## src/rtl/usb_tx_pkg.sv

```systemverilog
// Shared definitions for the USB transmit sequencer: FSM state encoding, byte width and
// CRC-16/USB constants, plus a bit-reverse helper for deriving the reflected polynomial.
package usb_tx_pkg;

  localparam int unsigned BYTE_W = 8;

  typedef enum logic [1:0] {
    StIdle = 2'b00,
    StData = 2'b01,
    StCrc1 = 2'b10,
    StCrc2 = 2'b11
  } tx_state_e;

  localparam logic [15:0] CRC16_POLY   = 16'h8005;
  localparam logic [15:0] CRC16_INIT   = 16'hFFFF;
  localparam logic [15:0] CRC16_XOROUT = 16'hFFFF;

  function automatic logic [15:0] rev16(input logic [15:0] v);
    logic [15:0] r;
    for (int i = 0; i < 16; i++) begin
      r[i] = v[15-i];
    end
    return r;
  endfunction

endpackage

```

## src/rtl/usb_crc16_byte.sv

```systemverilog
// One-byte combinational CRC-16/USB update (reflected in/out form, LSB of data first).
// Ports:
//   crc_i  - running CRC before this byte
//   data_i - payload byte
//   crc_o  - running CRC after this byte (no final xor applied)
module usb_crc16_byte
  import usb_tx_pkg::*;
(
  input  logic [15:0]       crc_i,
  input  logic [BYTE_W-1:0] data_i,
  output logic [15:0]       crc_o
);

  // Reflected processing shifts right, so the polynomial is used bit-reversed (0xA001).
  localparam logic [15:0] PolyRefl = rev16(CRC16_POLY);

  always_comb begin
    logic [15:0] c;
    c = crc_i ^ {8'h00, data_i};
    for (int i = 0; i < BYTE_W; i++) begin
      c = c[0] ? ((c >> 1) ^ PolyRefl) : (c >> 1);
    end
    crc_o = c;
  end

endmodule

```

## src/rtl/usb_tx_crc_seq.sv

```systemverilog
// Packet transmit engine between the packet buffer and the USB PHY byte interface.
// On send_data_i in IDLE it streams len_i payload bytes from the upstream valid/ready source
// to the downstream valid/ready sink, then (with USB_TX_CRC_EN defined) appends the
// CRC-16/USB trailer, low byte first. Without USB_TX_CRC_EN the CRC and trailer states are
// not built and the packet ends on the last payload beat.
// Ports:
//   clk_i, rst_ni          - clock, asynchronous active-low reset
//   send_data_i, len_i     - start request and payload length (sampled in IDLE only)
//   in_data_i/in_valid_i/in_ready_o - upstream byte stream
//   tx_data_o/tx_valid_o/tx_ready_i - downstream byte stream (registered data/valid)
//   busy_o                 - state is not IDLE
//   done_o                 - pulse on the final downstream beat of a packet
//   buff_o                 - history of downstream handshakes, bit 0 newest
module usb_tx_crc_seq
  import usb_tx_pkg::*;
#(
  parameter int unsigned LEN_W      = 8,
  parameter int unsigned HIST_DEPTH = 10
) (
  input  logic                  clk_i,
  input  logic                  rst_ni,
  input  logic                  send_data_i,
  input  logic [LEN_W-1:0]      len_i,
  input  logic [BYTE_W-1:0]     in_data_i,
  input  logic                  in_valid_i,
  output logic                  in_ready_o,
  output logic [BYTE_W-1:0]     tx_data_o,
  output logic                  tx_valid_o,
  input  logic                  tx_ready_i,
  output logic                  busy_o,
  output logic                  done_o,
  output logic [HIST_DEPTH-1:0] buff_o
);

  tx_state_e             state_q;
  logic [LEN_W-1:0]      cnt_q;
  logic [BYTE_W-1:0]     tx_data_q;
  logic                  tx_valid_q;
  logic                  last_q;  // byte held in the output register ends the packet
  logic [HIST_DEPTH-1:0] buff_q;
  logic                  empty_done;

  logic out_free;
  logic hs;
  logic in_acc;

  assign out_free   = !tx_valid_q || tx_ready_i;
  assign hs         = tx_valid_q && tx_ready_i;
  // The counter gate keeps in_ready low while the last payload byte waits to drain.
  assign in_ready_o = (state_q == StData) && (cnt_q != '0) && out_free;
  assign in_acc     = in_ready_o && in_valid_i;
  assign done_o     = (hs && last_q) || empty_done;

  assign tx_data_o  = tx_data_q;
  assign tx_valid_o = tx_valid_q;
  assign busy_o     = (state_q != StIdle);
  assign buff_o     = buff_q;

`ifdef USB_TX_CRC_EN
  logic [15:0] crc_q;
  logic [15:0] crc_next;
  logic [15:0] crc_fin;

  usb_crc16_byte u_crc (
    .crc_i  (crc_q),
    .data_i (in_data_i),
    .crc_o  (crc_next)
  );

  assign crc_fin    = crc_q ^ CRC16_XOROUT;
  assign empty_done = 1'b0;
`else
  logic empty_done_q;  // done for a zero-length packet, one cycle after the request
  assign empty_done = empty_done_q;
`endif

  always_ff @(posedge clk_i or negedge rst_ni) begin
    if (!rst_ni) begin
      state_q      <= StIdle;
      cnt_q        <= '0;
      tx_data_q    <= '0;
      tx_valid_q   <= 1'b0;
      last_q       <= 1'b0;
      buff_q       <= '0;
`ifdef USB_TX_CRC_EN
      crc_q        <= CRC16_INIT;
`else
      empty_done_q <= 1'b0;
`endif
    end else begin
      buff_q <= {buff_q[HIST_DEPTH-2:0], hs};
      // A drained register goes empty unless a load below refills it in the same cycle.
      if (hs) tx_valid_q <= 1'b0;
`ifndef USB_TX_CRC_EN
      empty_done_q <= 1'b0;
`endif
      unique case (state_q)
        StIdle: begin
          if (send_data_i) begin
            cnt_q  <= len_i;
            last_q <= 1'b0;
`ifdef USB_TX_CRC_EN
            crc_q   <= CRC16_INIT;
            state_q <= (len_i != '0) ? StData : StCrc1;
`else
            if (len_i != '0) state_q <= StData;
            else empty_done_q <= 1'b1;
`endif
          end
        end
        StData: begin
          if (in_acc) begin
            tx_data_q  <= in_data_i;
            tx_valid_q <= 1'b1;
            cnt_q      <= cnt_q - LEN_W'(1);
`ifdef USB_TX_CRC_EN
            crc_q <= crc_next;
            if (cnt_q == LEN_W'(1)) state_q <= StCrc1;
`else
            if (cnt_q == LEN_W'(1)) last_q <= 1'b1;
`endif
          end
`ifndef USB_TX_CRC_EN
          if (hs && last_q) begin
            state_q <= StIdle;
            last_q  <= 1'b0;
          end
`endif
        end
`ifdef USB_TX_CRC_EN
        StCrc1: begin
          if (out_free) begin
            tx_data_q  <= crc_fin[7:0];
            tx_valid_q <= 1'b1;
            state_q    <= StCrc2;
          end
        end
        StCrc2: begin
          if (last_q) begin
            if (hs) begin
              state_q <= StIdle;
              last_q  <= 1'b0;
            end
          end else if (out_free) begin
            tx_data_q  <= crc_fin[15:8];
            tx_valid_q <= 1'b1;
            last_q     <= 1'b1;
          end
        end
`endif
        default: state_q <= StIdle;
      endcase
    end
  end

endmodule

```

## config.mk

```make
export PLATFORM = sky130hd
export DESIGN_NAME = usb_tx_crc_seq
export DESIGN_NICKNAME = d
export VERILOG_FILES = /design/src/rtl/usb_tx_pkg.sv /design/src/rtl/usb_crc16_byte.sv /design/src/rtl/usb_tx_crc_seq.sv
export SDC_FILE = /design/constraint.sdc
export NUM_CORES = 1
export LEC_CHECK = 0
export CAP_MARGIN = 15
export CORE_ASPECT_RATIO = 0.9
export CORE_UTILIZATION = 30
export CTS_CLUSTER_DIAMETER = 100
export DETAILED_ROUTE_END_ITERATION = 10
export GPL_TIMING_DRIVEN = 0
export REMOVE_ABC_BUFFERS = 1
export SYNTH_ARGS = -nofsm -noshare
export SYNTH_HDL_FRONTEND = slang
export SYNTH_SLANG_ARGS = --single-unit
```

## constraint.sdc

```tcl
create_clock -name clk_i -period 2.1 [get_ports clk_i]
set_clock_uncertainty 0.05 [all_clocks]
set_input_delay 0.525 -clock clk_i [delete_from_list [all_inputs] [get_ports clk_i]]
set_output_delay 0.525 -clock clk_i [all_outputs]
set_load 0.05 [all_outputs]
```

# Yosys cells after proc, flatten, opt, wreduce, memory -nomap -nowiden
# Cells that the tools add are included.
op_classes:
  addsub: 1
  n_eq_ne: 8
  n_mux: 18
  n_reduce_logical: 17
ops:
  columns: ["cell", "count"]
  rows:
  - ["2-to-1 mux 8 bit", 2]
  - ["case mux 8 bit (2 select lines)", 1]
  - ["nonzero test 8 bit", 2]
  - ["2-to-1 mux 1 bit", 10]
  - ["== test 8 x 1 -> 1 bit, second input constant", 1]
  - ["subtractor 8 x 1 -> 8 bit, second input constant", 1]
  - ["2-to-1 mux 2 bit", 3]
  - ["!= test 2 bit, second input constant", 3]
  - ["AND reduction 3 bit", 2]
  - ["logical AND 1 bit", 5]
  - ["case mux 2 bit (2 select lines)", 1]
  - ["AND reduction 4 bit", 1]
  - ["nonzero test 2 bit", 2]
  - ["!= test 3 x 1 -> 1 bit, second input constant", 1]
  - ["!= test 3 x 2 -> 1 bit, second input constant", 1]
  - ["== test 2 x 1 -> 1 bit, second input constant", 1]
  - ["logical NOT 2 bit", 1]
  - ["logical OR 1 bit", 2]
  - ["!= test 2 x 1 -> 1 bit, second input constant", 1]
  - ["case mux 1 bit (2 select lines)", 1]
  - ["AND reduction 2 bit", 1]
  - ["logical NOT 1 bit", 1]
word_totals:
  regBits: 31
  inputBits: 21
  out_inout_bits: 22

# Logic depth before layout (Yosys ltp)
logic_depth:
  word_depth: 7
  ltp_mapped: 7
  mapped_depth_nobuf: 6

# Least setup slack after synthesis
# No wires, ideal clock.
synth_path:
  kind: "reg-to-output"
  start: "register state_q[0]"
  end: "output port in_ready_o"
  arrival_ns: 2.201
  required_ns: 1.525
  setup_slack_ns: -0.676
  stages_incl_launch_ff: 4
  n_path_buf: 1
  cell_sequence: "dfrtp_1 buf_4 clkinv_1 a211oi_1"
synth_between:
  elab_chain_len: 3
synth_lines:
  columns: ["element", "line_no", "text"]
  rows:
  - ["start: declaration", "usb_tx_crc_seq.sv:35", "tx_state_e state_q;"]
  - ["start signal: assignment", "usb_tx_crc_seq.sv:79", "state_q <= StIdle;"]
  - ["start signal: assignment", "usb_tx_crc_seq.sv:106", "if (len_i != '0) state_q <= StData;"]
  - ["start signal: assignment", "usb_tx_crc_seq.sv:125", "state_q <= StIdle;"]
  - ["== test 2 x 1 -> 1 bit", "usb_tx_crc_seq.sv:50", "assign in_ready_o = (state_q == StData) && (cnt_q != '0) && out_free;"]
  - ["logical AND 1 bit (2 in a row)", "usb_tx_crc_seq.sv:50", null]
  - ["end: declaration", "usb_tx_crc_seq.sv:26", "output logic in_ready_o,"]
# Every way passes these cells.

# Final worst setup path
layout_path:
  start: "register cnt_q[0]"
  end: "output port in_ready_o"
layout_between:
  elab_chain_len: 3
layout_lines:
  columns: ["element", "line_no", "text"]
  rows:
  - ["start: declaration", "usb_tx_crc_seq.sv:36", "logic [LEN_W-1:0] cnt_q;"]
  - ["start signal: assignment", "usb_tx_crc_seq.sv:100", "cnt_q <= len_i;"]
  - ["start signal: assignment", "usb_tx_crc_seq.sv:115", "cnt_q <= cnt_q - LEN_W'(1);"]
  - ["nonzero test 8 bit", "usb_tx_crc_seq.sv:50", null]
  - ["logical AND 1 bit (2 in a row)", "usb_tx_crc_seq.sv:50", null]
# Every way passes these cells.

==> impl_results.md <==
- RSZ-0062 raised after global routing: yes
- Achievable Freq: 461 MHz
- Worst EP arrival: 1.59 ns
- Root buffer cell: clkbuf_8
- Grt total ovfl: 0
- Max-slew violations: 0
- Vias: 1166
- Post-route clock period utilization: 103%
- Top cell type's share of synthesized area: 53.1%
- Full die area: 4990 sq um
- Total GRT Usage: 14.9%
- Core ar.: 4490 sq um
- Hold Crit Endpoint: buff_o[7]
- Worst R2R End: cnt_q[2]
- Vias/cell: 4.90
- Share of cells above drive strength 1: 27.3%
- Violated checks: setup timing
- Drt drc: 0
- Seq/Total Area, Yosys: 53.1%
- TritonRoute pass-1 iters: 4
- Layout Nets: 199
- Io pins: 43
- CTS Buf Count: 5
- Commonest cells in the netlist: 30 x dfrtp_1, 9 x nor2_1, 7 x inv_1, 7 x nand2_1
- Setup CP Type: flip-flop to output port
- Post-DP HPWL: 2.47 mm
- Antenna Nets Post-Route: 0
- Ys async rst share: 100%
- FF-to-FF Start: cnt_q[0]
- Outcome: complete, but fails checks
- LEAKAGE: 0.889 nW
- R2R cell count: 7
- Yosys reg bits: 30
- Final wirelength: 3.44 mm
- Worst path buffer plus inverter count: 2
- Hold Vio Cnt, Final: 0
- Clock slew at reported path FFs: 0.06 ns
- # diodes: 0
- Synth top area cells: dfrtp_1 53%, mux2_2 4.0%, mux2_4 3.2%
- PD cells: 1180 nW/um^2
- Syn avg cell area: 12.0 sq um
- CP Capture Type: output port
- Final hold slack: 0.325 ns
- CP max FO: 4
- Final setup fails: 1
- FF-to-FF setup slack: 0.20 ns
- VDD IR-drop max: 0.000373 V
- # hold bufs at CTS: 0
- Row count: 23
- Number of synthesized flops with an enable pin: 0
- Initial antenna violation count: 0
- Largest area contributor in the netlist: dfrtp_1
- CP startpoint kind: flip-flop
- Crit path largest cell delay: 0.42 ns
- Placed cell area: 1920 sq um
- Later-pin clock latency in the skew report: 0.28 ns
- Synthesized instance count: 118
- Yosys Warn Count: 0
- Post-Syn Area: 1410 sq um
- Worst slew pin tran: 0.569 ns
- Vias in the first global route: 1105
- CP top delay family: flip-flops
- Area Growth Syn to Fin: 50.8%
- WL/cell: 14.4 microns
- Initial core utilization: 31.5%
- Worst hold stages: 0
- Clock buffer depth: 2
- Largest net degree at the start of global routing: 22
- Fin worst setup slack: -0.0698 ns
- H-tree depth: 2
- HP Start: buff_o[6]
- CTS tree: built
- FILL cells: 423
- Max-Slew Margin vs Limit: 62.0%
- Max_cap viols: 0
- Worst EP required: 1.52 ns
- I/O Buffers: 42
- Slowest CP cell: dfrtp_2
- RD Place Congestion: 0.808
- Sink Count: 30
- DRT iter0 DRCs: 60
- Final min period: 2.17 ns
- Finished layout cell area: 2130 sq um
- Worst min path class: flip-flop to flip-flop
- Die Wd: 74.4 microns
- First-pass GRT wire length: 5.36 mm
- Crit path cell chain: inv_2 -> ha_4 -> nor4b_4 -> a211oi_2 -> buf_6
- Most frequent cell after synthesis: dfrtp_1
- Prevailing post-synth register cell: dfrtp_1
- Netlist cell types: 39
- Die H: 67.1 microns
[report_power, final]
group / internal [mW] / switching [mW]
Combinational: 0.470 / 0.580
Sequential: 0.721 / 0.189
Clock: 0.348 / 0.207
[placed cells by master (no fill, tap or decap), types with 3 or more instances in the layout]
| cell type | count |
|---|---|
| inv_1 | 5 |
| nand2b_1 | 3 |
| nor2_1 | 8 |
| mux2_2 | 5 |
| nor3_1 | 4 |
| dfrtp_1 | 28 |
| nor4_1 | 3 |
| nand3_1 | 5 |
| clkdlybuf4s50_1 | 38 |
| a2bb2oi_1 | 3 |
| clkbuf_8 | 5 |
| nand2_1 | 7 |
| a31oi_1 | 4 |
| mux2_4 | 3 |
| buf_4 | 10 |
[logic make-up after synthesis]
| logic type | Yosys count | synth area share [%] |
|---|---|---|
| fa+ha+maj | 3 | 2.66 |
| flops | 30 | 53.1 |
| mux | 10 | 8.58 |
| compound gates | 22 | 13.2 |
| simple gates | 42 | 18.8 |
| buf+inv | 11 | 3.72 |
[metal layers]
layer  up-vias  GRT usage, %  share of wire (%)
li1        546             -                  -
met2        46          22.9                 47
met5         -             0                  0
met1       570          19.3                 45
met3         4          5.30                7.0
met4         0          5.66                1.2
[sequential cells by signal, indices dropped and copies added (netlist names)]
signal / count
last_q: 1
tx_data_o: 8
empty_done: 1
buff_o: 10
tx_valid_o: 1
cnt_q: 8
state_q: 1
[worst reg2reg max path, cell delays in order (launching register included)]
cell	delay, ns
dfrtp_2	0.42
inv_2	0.10
ha_4	0.15
nor4b_4	0.34
a211oi_4	0.12
buf_4	0.16
nor2_1	0.25
a2bb2oi_1	0.23
[worst max-delay path by stage]
stage | slack, ns | from | end | depth (start not counted)
2_1_floorplan | -0.96 | state_q[0] | in_ready_o | 2
3_3_place_gp | -0.74 | state_q[0] | in_ready_o | 3
4_1_cts | -0.18 | cnt_q[0] | in_ready_o | 5
3_5_place_dp | -0.69 | tx_ready_i | done_o | 5
6_report | -0.07 | cnt_q[0] | in_ready_o | 5
5_1_grt | -0.12 | cnt_q[1] | in_ready_o | 5
[cell type report]
type	instances	area [sq um]	share of cell area, %
Tap cell	62	77.6	3.64
Clock buffer	5	68.8	3.23
Multi-Input combinational cell	77	633	29.7
Clock inverter	3	40.0	1.88
Inverter	8	33.8	1.58
Timing Repair Buffer	53	523	24.5
Sequential cell	30	756	35.4
[through the flow]
stage                     utilization [%]  TNS (ns)  total power, mW  setup WS [ns]  instances
after floorplan                         -     -3.23             1.50         -0.960        115
after global placement               42.1     -7.45             1.79         -0.737        219
after detailed placement             42.7     -6.10             1.82         -0.686        220
after CTS                            45.8    -0.178             2.41         -0.178        232
after global routing                 47.5    -0.115             2.66         -0.115        238
final                                47.5   -0.0698             2.52        -0.0698        238
[what timing repair did]
item	4_1_cts	5_1_grt
buffers inserted	4	6
resized for setup	20	8
pin swaps	1	1
endpoints found under the setup margin	18	2
Power figures use the tool's default switching activity.
